$ cat config.mk
export PLATFORM = sky130hd
export DESIGN_NAME = wb_stage_hs
export DESIGN_NICKNAME = d
export VERILOG_FILES = /design/src/rtl/wb_stage_hs.sv
export SDC_FILE = /design/constraint.sdc
export NUM_CORES = 1
export LEC_CHECK = 0
export CAP_MARGIN = 15
export CORE_ASPECT_RATIO = 0.7
export CORE_MARGIN = 5
export CORE_UTILIZATION = 25
export CTS_CLUSTER_SIZE = 8
export DETAILED_ROUTE_END_ITERATION = 6
export DONT_BUFFER_PORTS = 1
export PLACE_DENSITY = 0.43
export SYNTH_ARGS = -nofsm -noshare
export SYNTH_HDL_FRONTEND = slang
export SYNTH_SLANG_ARGS = --single-unit
$ cat constraint.sdc
create_clock -name clk -period 2.2 [get_ports clk]
set_input_delay 0.33 -clock clk [delete_from_list [all_inputs] [get_ports clk]]
set_output_delay 0.33 -clock clk [all_outputs]
set_load 0.03 [all_outputs]
$ cat src/rtl/wb_stage_hs.sv
// Write-back stage with valid/ready handshake, load-data wait state and retire counter.
// Optional DIFFTEST_EN adds registered commit-trace outputs aligned with retire_o.
module wb_stage_hs #(
    parameter int XLEN = 64,
    parameter int ILEN = 32
) (
    input  logic            clk,
    input  logic            rst,
    input  logic            valid_i,
    output logic            ready_o,
    input  logic [XLEN-1:0] pc_i,
    input  logic [ILEN-1:0] instr_i,
    input  logic [XLEN-1:0] alures_i,
    input  logic            lsres_valid_i,
    input  logic [XLEN-1:0] lsres_i,
    output logic [4:0]      rd_idx_o,
    output logic            rd_wren_o,
    output logic [XLEN-1:0] rd_data_o,
    output logic            retire_o,
    output logic            illegal_o,
    output logic [XLEN-1:0] instret_o
`ifdef DIFFTEST_EN
    ,
    output logic            commit_valid_o,
    output logic [XLEN-1:0] commit_pc_o,
    output logic [ILEN-1:0] commit_instr_o,
    output logic [4:0]      commit_rd_o,
    output logic [XLEN-1:0] commit_data_o
`endif
);

    typedef enum logic [1:0] {
        ST_IDLE = 2'd0,
        ST_WAIT = 2'd1,
        ST_ACT  = 2'd2
    } state_t;

    localparam logic [4:0] OP_LOAD   = 5'b00000;
    localparam logic [4:0] OP_STORE  = 5'b01000;
    localparam logic [4:0] OP_BRANCH = 5'b11000;

    function automatic logic op_writes_alu(input logic [4:0] op);
        case (op)
            5'b01100, 5'b01110, 5'b00100, 5'b00110,
            5'b11011, 5'b11001, 5'b01101, 5'b00101: op_writes_alu = 1'b1;
            default:                                op_writes_alu = 1'b0;
        endcase
    endfunction

    function automatic logic op_known(input logic [4:0] op);
        op_known = op_writes_alu(op) || (op == OP_LOAD) || (op == OP_STORE) || (op == OP_BRANCH);
    endfunction

    state_t          state_r, state_s;
    logic            accept_s, load_in_s, lsres_take_s;
    logic [XLEN-1:0] pc_r, pc_s, alures_r, alures_s, lsres_r, lsres_s;
    logic [ILEN-1:0] instr_r, instr_s;
    logic [4:0]      op_s;
    logic            act_s, wren_s, illegal_s;
    logic [XLEN-1:0] data_s;
    logic            rd_wren_r, retire_r, illegal_r;
    logic [4:0]      rd_idx_r;
    logic [XLEN-1:0] rd_data_r, instret_r;

    assign ready_o      = (state_r != ST_WAIT);
    assign accept_s     = valid_i & ready_o;
    assign load_in_s    = (instr_i[6:2] == OP_LOAD);
    // Load data is only taken while waiting, or alongside the load's own accept.
    assign lsres_take_s = lsres_valid_i & ((state_r == ST_WAIT) | (accept_s & load_in_s));

    // State register.
    always_ff @(posedge clk) begin
        if (rst) begin
            state_r <= ST_IDLE;
        end else begin
            state_r <= state_s;
        end
    end

    // Next-state logic.
    always_comb begin
        state_s = state_r;
        case (state_r)
            ST_IDLE, ST_ACT: begin
                if (accept_s) begin
                    state_s = (load_in_s && !lsres_valid_i) ? ST_WAIT : ST_ACT;
                end else begin
                    state_s = ST_IDLE;
                end
            end
            ST_WAIT: begin
                if (lsres_valid_i) begin
                    state_s = ST_ACT;
                end else begin
                    state_s = ST_WAIT;
                end
            end
            default: state_s = ST_IDLE;
        endcase
    end

    // Next values of the held instruction registers.
    always_comb begin
        pc_s     = pc_r;
        instr_s  = instr_r;
        alures_s = alures_r;
        lsres_s  = lsres_r;
        if (accept_s) begin
            pc_s     = pc_i;
            instr_s  = instr_i;
            alures_s = alures_i;
        end else begin
            pc_s     = pc_r;
            instr_s  = instr_r;
            alures_s = alures_r;
        end
        if (lsres_take_s) begin
            lsres_s = lsres_i;
        end else begin
            lsres_s = lsres_r;
        end
    end

    // Output logic: register-file/retire values for the cycle after this edge.
    always_comb begin
        op_s      = instr_s[6:2];
        act_s     = (state_s == ST_ACT);
        wren_s    = 1'b0;
        illegal_s = 1'b0;
        data_s    = {XLEN{1'b0}};
        if (act_s) begin
            wren_s    = (op_writes_alu(op_s) || (op_s == OP_LOAD)) && (instr_s[11:7] != 5'd0);
            illegal_s = !op_known(op_s);
            data_s    = (op_s == OP_LOAD) ? lsres_s : alures_s;
        end else begin
            wren_s    = 1'b0;
            illegal_s = 1'b0;
            data_s    = {XLEN{1'b0}};
        end
    end

    // Held registers, registered outputs and retire counter.
    always_ff @(posedge clk) begin
        if (rst) begin
            pc_r      <= {XLEN{1'b0}};
            instr_r   <= {ILEN{1'b0}};
            alures_r  <= {XLEN{1'b0}};
            lsres_r   <= {XLEN{1'b0}};
            rd_wren_r <= 1'b0;
            rd_idx_r  <= 5'd0;
            rd_data_r <= {XLEN{1'b0}};
            retire_r  <= 1'b0;
            illegal_r <= 1'b0;
            instret_r <= {XLEN{1'b0}};
        end else begin
            pc_r      <= pc_s;
            instr_r   <= instr_s;
            alures_r  <= alures_s;
            lsres_r   <= lsres_s;
            rd_wren_r <= wren_s;
            rd_idx_r  <= instr_s[11:7];
            rd_data_r <= data_s;
            retire_r  <= act_s;
            illegal_r <= illegal_s;
            instret_r <= instret_r + (retire_r ? {{(XLEN-1){1'b0}}, 1'b1} : {XLEN{1'b0}});
        end
    end

    assign rd_wren_o = rd_wren_r;
    assign rd_idx_o  = rd_idx_r;
    assign rd_data_o = rd_data_r;
    assign retire_o  = retire_r;
    assign illegal_o = illegal_r;
    assign instret_o = instret_r;

`ifdef DIFFTEST_EN
    logic            commit_valid_r;
    logic [XLEN-1:0] commit_pc_r, commit_data_r;
    logic [ILEN-1:0] commit_instr_r;
    logic [4:0]      commit_rd_r;

    // Commit trace, zero whenever nothing retires.
    always_ff @(posedge clk) begin
        if (rst) begin
            commit_valid_r <= 1'b0;
            commit_pc_r    <= {XLEN{1'b0}};
            commit_instr_r <= {ILEN{1'b0}};
            commit_rd_r    <= 5'd0;
            commit_data_r  <= {XLEN{1'b0}};
        end else if (act_s) begin
            commit_valid_r <= 1'b1;
            commit_pc_r    <= pc_s;
            commit_instr_r <= instr_s;
            commit_rd_r    <= instr_s[11:7];
            commit_data_r  <= data_s;
        end else begin
            commit_valid_r <= 1'b0;
            commit_pc_r    <= {XLEN{1'b0}};
            commit_instr_r <= {ILEN{1'b0}};
            commit_rd_r    <= 5'd0;
            commit_data_r  <= {XLEN{1'b0}};
        end
    end

    assign commit_valid_o = commit_valid_r;
    assign commit_pc_o    = commit_pc_r;
    assign commit_instr_o = commit_instr_r;
    assign commit_rd_o    = commit_rd_r;
    assign commit_data_o  = commit_data_r;
`else
    logic unused_trace_s;
    assign unused_trace_s = ^{pc_r, instr_r[ILEN-1:12], instr_r[1:0]};
`endif

endmodule

== Word-level counts from Yosys, hierarchy flattened ==
Memory sizes are Yosys's and may differ from the RTL's.
Index checks and enable logic that the tools add are counted.

* Register bits after elaboration: 278
* ROM bits: 64
* Bits of input ports: 228
* Output and inout bits: 137
* Logic and storage cells: 50
* Memories kept: 2

* $add $sub $neg: 1
* Equal/unequal tests: 6
* Muxes and demuxes: 11
* Bitwise gates (word level): 5
* Reduce and logical (&&, ||, !) cells: 14

{| class="wikitable"
|+ Memories
! name !! depth !! bits a word !! rd ports !! clocked after memory_dff !! wr ports !! line !! text
|-
| (no name shown) || 32 || 1 || 1 || 0 || 0 || 43 || <nowiki>case (op)</nowiki>
|-
| (no name shown) || 32 || 1 || 1 || 0 || 0 || 43 ||
|}

{| class="wikitable"
|+ Operator list
! cell !! count
|-
| $mux 64 || 3
|-
| $add 64x1->64 || 1
|-
| $mux 12 || 1
|-
| $logic_not 5->1 || 2
|-
| $mux 2 || 3
|-
| $eq 5x4->1 const B || 1
|-
| $eq 5x5->1 const B || 1
|-
| $reduce_bool 5->1 || 1
|-
| $eq 2x2->1 const B || 2
|-
| $logic_or 1x1->1 || 4
|-
| $pmux 2 s2 || 1
|-
| $reduce_or 2->1 || 2
|-
| $and 1x1->1 || 3
|-
| $mux 1 || 3
|-
| $eq 2x1->1 const B || 1
|-
| $logic_and 1x1->1 || 2
|-
| $logic_not 1->1 || 2
|-
| $logic_not 2->1 || 1
|-
| $ne 2x1->1 const B || 1
|-
| $not 1->1 || 1
|-
| $or 1x1->1 || 1
|}

== Longest topological paths before layout ==
* Depth after elaboration: 11
* Gate-level depth with buffers: 9
* Gate-level depth less buffers: 7

== Least setup slack after synthesis ==
Ideal clock, no wire load.

* Path type: reg2reg
* Start point: register instret_r[0], in the netlist instret_o[0]
* End point: register instret_r[60], in the netlist instret_o[60]
* Library setup time: 132 ps
* Data arrival time: 2497 ps
* Required time: 2068 ps
* Slack: -429 ps
* Cell stages (with the launch flop): 10
* Buffers on the path: 2
* Clock period less this slack: 2629 ps
* Cells stage by stage: dfxtp_1 > ha_1 > ha_1 > nand4_1 > or3_1 > or4_1 > clkbuf_1 > buf_2 > o41ai_1 > a21oi_1

* Word-level cells in the longest chain between the ends: 1

{| class="wikitable"
|+ Ends and longest elaborated chain
! item !! line !! text
|-
| start, declared || 63 || <nowiki>logic [XLEN-1:0] rd_data_r, instret_r;</nowiki>
|-
| start signal, assigned || 154 || <nowiki>instret_r <= {XLEN{1'b0}};</nowiki>
|-
| start signal, assigned || 165 || <nowiki>instret_r <= instret_r + (retire_r ? {{(XLEN-1){1'b0}}, 1'b1} : {XLEN{1'b0}});</nowiki>
|-
| $add 64x1->64 || 165 ||
|}

No other way between the ends.
A chain may end at the register's enable or synchronous reset.

== Final worst setup path ==
* Start point: register retire_r, in the netlist retire_o
* End point: register instret_r[52], in the netlist instret_o[52]

* Word-level cells in the longest chain between the ends: 2

{| class="wikitable"
|+ Ends and longest elaborated chain
! item !! line !! text
|-
| start, declared || 61 || <nowiki>logic rd_wren_r, retire_r, illegal_r;</nowiki>
|-
| start signal, assigned || 163 || <nowiki>retire_r <= act_s;</nowiki>
|-
| $mux 1 || 165 ||
|-
| $add 64x1->64 || 165 ||
|}

No other way between the ends.

==> impl_results.md <==
* Run status: finished, violations left
* Violated checks: hold timing, setup timing
* Total Die Area at 46100 um2
* Final hold slack at -88.8 ps
* Reg2Reg Setup Slack at -200 ps
* H-tree depth at 2
* Post-synth EDFFs at 0
* # rows at 62
* Number of standard cells after synthesis at 1106
* Share of final-layout standard cells stronger than drive strength 1 at 17.3%
* Flip-flop and latch count after synthesis at 271
* Number of filler instances in the final layout at 4256
* Worst Reg2Reg Path Length in Cells at 7
* Most common cell in the synthesized netlist: sky130_fd_sc_hd__dfxtp_1
* Count of input and output buffers at 0
* Critical path required time at 2660 ps
* Sequential cell area fraction in the yosys report at 51.9%
* Kind of launch point of the worst setup path: flip-flop
* Sw power at 2770 uW
* Max Cap Violations at 0
* Area of the mapped netlist at 10500 um2
* Hold_buf cts at 95
* Die span in y at 181 um
* Post-route worst setup slack at -201 ps
* Met3 Use GR at 5.97%
* Area share of the largest cell type after synthesis at 51.9%
* Post-CTS clock slew at the launch and capture registers of the worst setup and hold paths at 60 ps
* Average wire length per cell after detail routing at 18.6 um
* Part of the power in combinational logic at 6.5%
* Iteration-0 DRC Markers at 386
* Met1 Use GR at 17.4%
* Vias after detailed routing at 8746
* Die boundary width at 254 um
* Vias in the first global route at 8559
* Number of clock sinks seen by CTS at 271
* Worst-case vdd ir drop at 0.499 mV
* Portion of total power attributed to the clock network at 46.5%
* Antenna-violating nets left at 0
* Launch instance of the worst min-delay path: rst
* Per-instance average area after synthesis at 9.45 um2
* Number of nets in the final layout at 1518
* Total Routed Length at 34.2 mm
* Total of endpoints with negative setup slack in the final report at 8
* Routability congestion estimate from global placement at 0.759
* Leading area contributor after synthesis: sky130_fd_sc_hd__dfxtp_1
* Launching point of the worst reg2reg path: retire_o$_SDFF_PP0_
* Number of design rule violations left after detail routing at 0
* Cts bufs inserted at 39
* Initial Util at 25.4%
* Reg-to-reg endpoint: instret_o[52]$_SDFF_PP0_
* Highest Clock Rate at 0.417 GHz
* Placeable core region at 41200 um2
* Global Route met2 Usage at 21.6%
* Detailed Routing Iterations Pass 1 at 4
* Number of top-level pins at 365
* Maximum number of pins on one net before global-route repair at 206
* Max_slew headroom at 63.9%
* Share of synthesized flip-flops with an asynchronous set or reset at 0%
* Clock insertion delay at the later pin of the skew report at 520 ps
* RSZ-0062 raised after global routing: true
* Switching part of the total at 24.3%
* Post-detailed-placement half-perimeter wirelength at 21.6 mm
* Combined global-route utilization of all metal layers at 13.7%
* P per Cell Area at 799 nW/um2
* Most Used Layer, Global Route: met2
* Number of antenna violations at the first check in global routing at 0
* Cell Area, Placed at 11900 um2
* Most instantiated flip-flop cell in the synthesis netlist: sky130_fd_sc_hd__dfxtp_1
* Least-Margin Pin Slew at 541 ps
* Sequential fraction of design power at 47.1%
* First-pass GRT wire length at 50.6 mm
* Finished Cell Area at 14300 um2
* Setup total negative slack at -917 ps
* Detail-routed via count per cell at 4.76
* Yosys warning total at 0
* Worst endpoint data arrival time at 2860 ps
* Total inserted antenna cells at 0
* Count of distinct cell types in the synthesized netlist at 45
* Signed area change from the synthesized netlist to the final layout at 36.4%
* Clock tree from TritonCTS: done
* Hold WC Path Type: in2reg
* Clock period minus final worst setup slack at 2400 ps
* Post-route clock skew at 12.1 ps
* Critical path type: reg2reg
* Leakage at 0.00602 uW
* Net Count, Synth at 1336
* Sink of the worst hold path: instret_o[61]$_SDFF_PP0_
* Maximum fanout along the worst path at 6
* Root cell of the clock tree: sky130_fd_sc_hd__clkbuf_16
* Hold Vio Cnt, Final at 63
* Top cells by area, synth: sky130_fd_sc_hd__dfxtp_1, sky130_fd_sc_hd__mux2i_1, sky130_fd_sc_hd__nor2_1
* Crit end category: flip-flop
* Sum of overflow across all layers after global routing at 0
* Period utilisation layout at 109%
* Worst hold stages at 1
* Clock tree buffer depth at 3
* Internal Pwr Total at 8630 uW
* Number of max-slew violations in the final report at 0
* Commonest cells post-synth: sky130_fd_sc_hd__dfxtp_1, sky130_fd_sc_hd__nor2_1, sky130_fd_sc_hd__mux2i_1
what timing repair did:
item	CTS	global route
resized for setup	8	39
setup buffers	1	6
gates cloned	0	4
endpoints found under the setup margin	13	33
hold endpoints to repair	202	108
pin swaps	0	17
metrics by stage:
step | total power (uW) | cells | setup WS [ps] | util (%)
floorplan | 5900 | 1106 | -155 | -
global placement | 6060 | 1687 | -200 | 28.9
detailed placement | 6070 | 1687 | -206 | 28.9
CTS | 11600 | 1830 | -203 | 33.9
global route | 11900 | 1838 | -265 | 34.6
finish | 11400 | 1838 | -201 | 34.6
power groups by stage:
stage	registers, uW	clock network [uW]	logic, uW
final	5360	5290	738
after global routing	5370	5730	825
after floorplan	5420	0	481
after detailed placement	5460	0	608
after global placement	5460	0	603
after CTS	5360	5530	722
cells by family after synthesis:
logic type	share of synthesized area (%)
AO/OA/AOI/OAI	10.9
XOR/XNOR	2.35
adder cells (fa/ha/maj)	0.239
buffers and inverters	3.57
flip-flops	51.9
multiplexers	10.8
AND/OR/NAND/NOR	20.2
state kept, by name, indices dropped and copies added (netlist names):
| signal | flops |
|---|---|
| retire_o | 1 |
| instret_o | 64 |
| illegal_o | 1 |
| state_r | 2 |
| rd_data_o | 64 |
| lsres_r | 64 |
| instr_r | 10 |
| rd_wren_o | 1 |
| alures_r | 64 |
worst max-delay path: stages (launching register included):
cell and delay, ps:
sky130_fd_sc_hd__dfxtp_4 360, sky130_fd_sc_hd__ha_4 150, sky130_fd_sc_hd__ha_4 120, sky130_fd_sc_hd__nand4_1 110, sky130_fd_sc_hd__or3_4 400, sky130_fd_sc_hd__or4_4 500
sky130_fd_sc_hd__or4_4 560, sky130_fd_sc_hd__a21oi_2 130
cells in the final DEF, fill, tap and decap left out, types with 4 or more instances in the layout:
master,instances
sky130_fd_sc_hd__nor2b_1,53
sky130_fd_sc_hd__dlygate4sd3_1,95
sky130_fd_sc_hd__inv_1,17
sky130_fd_sc_hd__nor4_1,4
sky130_fd_sc_hd__nor2_2,4
sky130_fd_sc_hd__clkbuf_1,6
sky130_fd_sc_hd__dfxtp_2,8
sky130_fd_sc_hd__and3b_1,16
sky130_fd_sc_hd__mux2i_1,109
sky130_fd_sc_hd__o21ai_0,17
sky130_fd_sc_hd__nor2_1,150
sky130_fd_sc_hd__nor3_1,10
sky130_fd_sc_hd__nand3_1,19
sky130_fd_sc_hd__dfxtp_1,255
sky130_fd_sc_hd__or3_1,14
sky130_fd_sc_hd__and3_1,5
sky130_fd_sc_hd__a21oi_2,6
sky130_fd_sc_hd__nand2_1,77
sky130_fd_sc_hd__xnor2_1,15
sky130_fd_sc_hd__nor4_4,4
sky130_fd_sc_hd__a21oi_1,57
sky130_fd_sc_hd__clkbuf_16,42
sky130_fd_sc_hd__buf_4,103
sky130_fd_sc_hd__o31ai_1,16
sky130_fd_sc_hd__nand4_1,22
sky130_fd_sc_hd__or4_1,18
sky130_fd_sc_hd__or4_4,5
sky130_fd_sc_hd__dfxtp_4,8
sky130_fd_sc_hd__xor2_1,12
sky130_fd_sc_hd__a211oi_1,64
sky130_fd_sc_hd__buf_6,4
sky130_fd_sc_hd__buf_12,8
per-layer routing:
layer | up-vias | part of all wire, %
li1 | 4234 | -
met3 | 44 | 9.6
met2 | 236 | 45
met4 | 0 | 1.9
met1 | 4232 | 43
met5 | - | 0
worst max-delay path by stage:
stage                         from                        to  slack [ps]  cells past startpoint
3_5_place_dp   retire_o$_SDFF_PP0_  instret_o[58]$_SDFF_PP0_        -210                      8
5_1_grt        retire_o$_SDFF_PP0_  instret_o[52]$_SDFF_PP0_        -270                      7
4_1_cts        retire_o$_SDFF_PP0_  instret_o[58]$_SDFF_PP0_        -200                      8
3_3_place_gp   retire_o$_SDFF_PP0_  instret_o[62]$_SDFF_PP0_        -200                      8
6_report       retire_o$_SDFF_PP0_  instret_o[52]$_SDFF_PP0_        -200                      7
2_1_floorplan  retire_o$_SDFF_PP0_  instret_o[62]$_SDFF_PP0_        -150                      8
area by class of cell:
class                           instances  area, um2  area share (%)
Sequential cell                       271       5470            38.3
Multi-Input combinational cell        743       4940            34.6
Timing Repair Buffer                  216       2070            14.6
Clock buffer                           45        998            7.01
Tap cell                              544        681            4.78
Inverter                               17       63.8           0.448
Clock inverter                          2       32.5           0.228
Note: power is estimated with default switching activity, not from simulation.
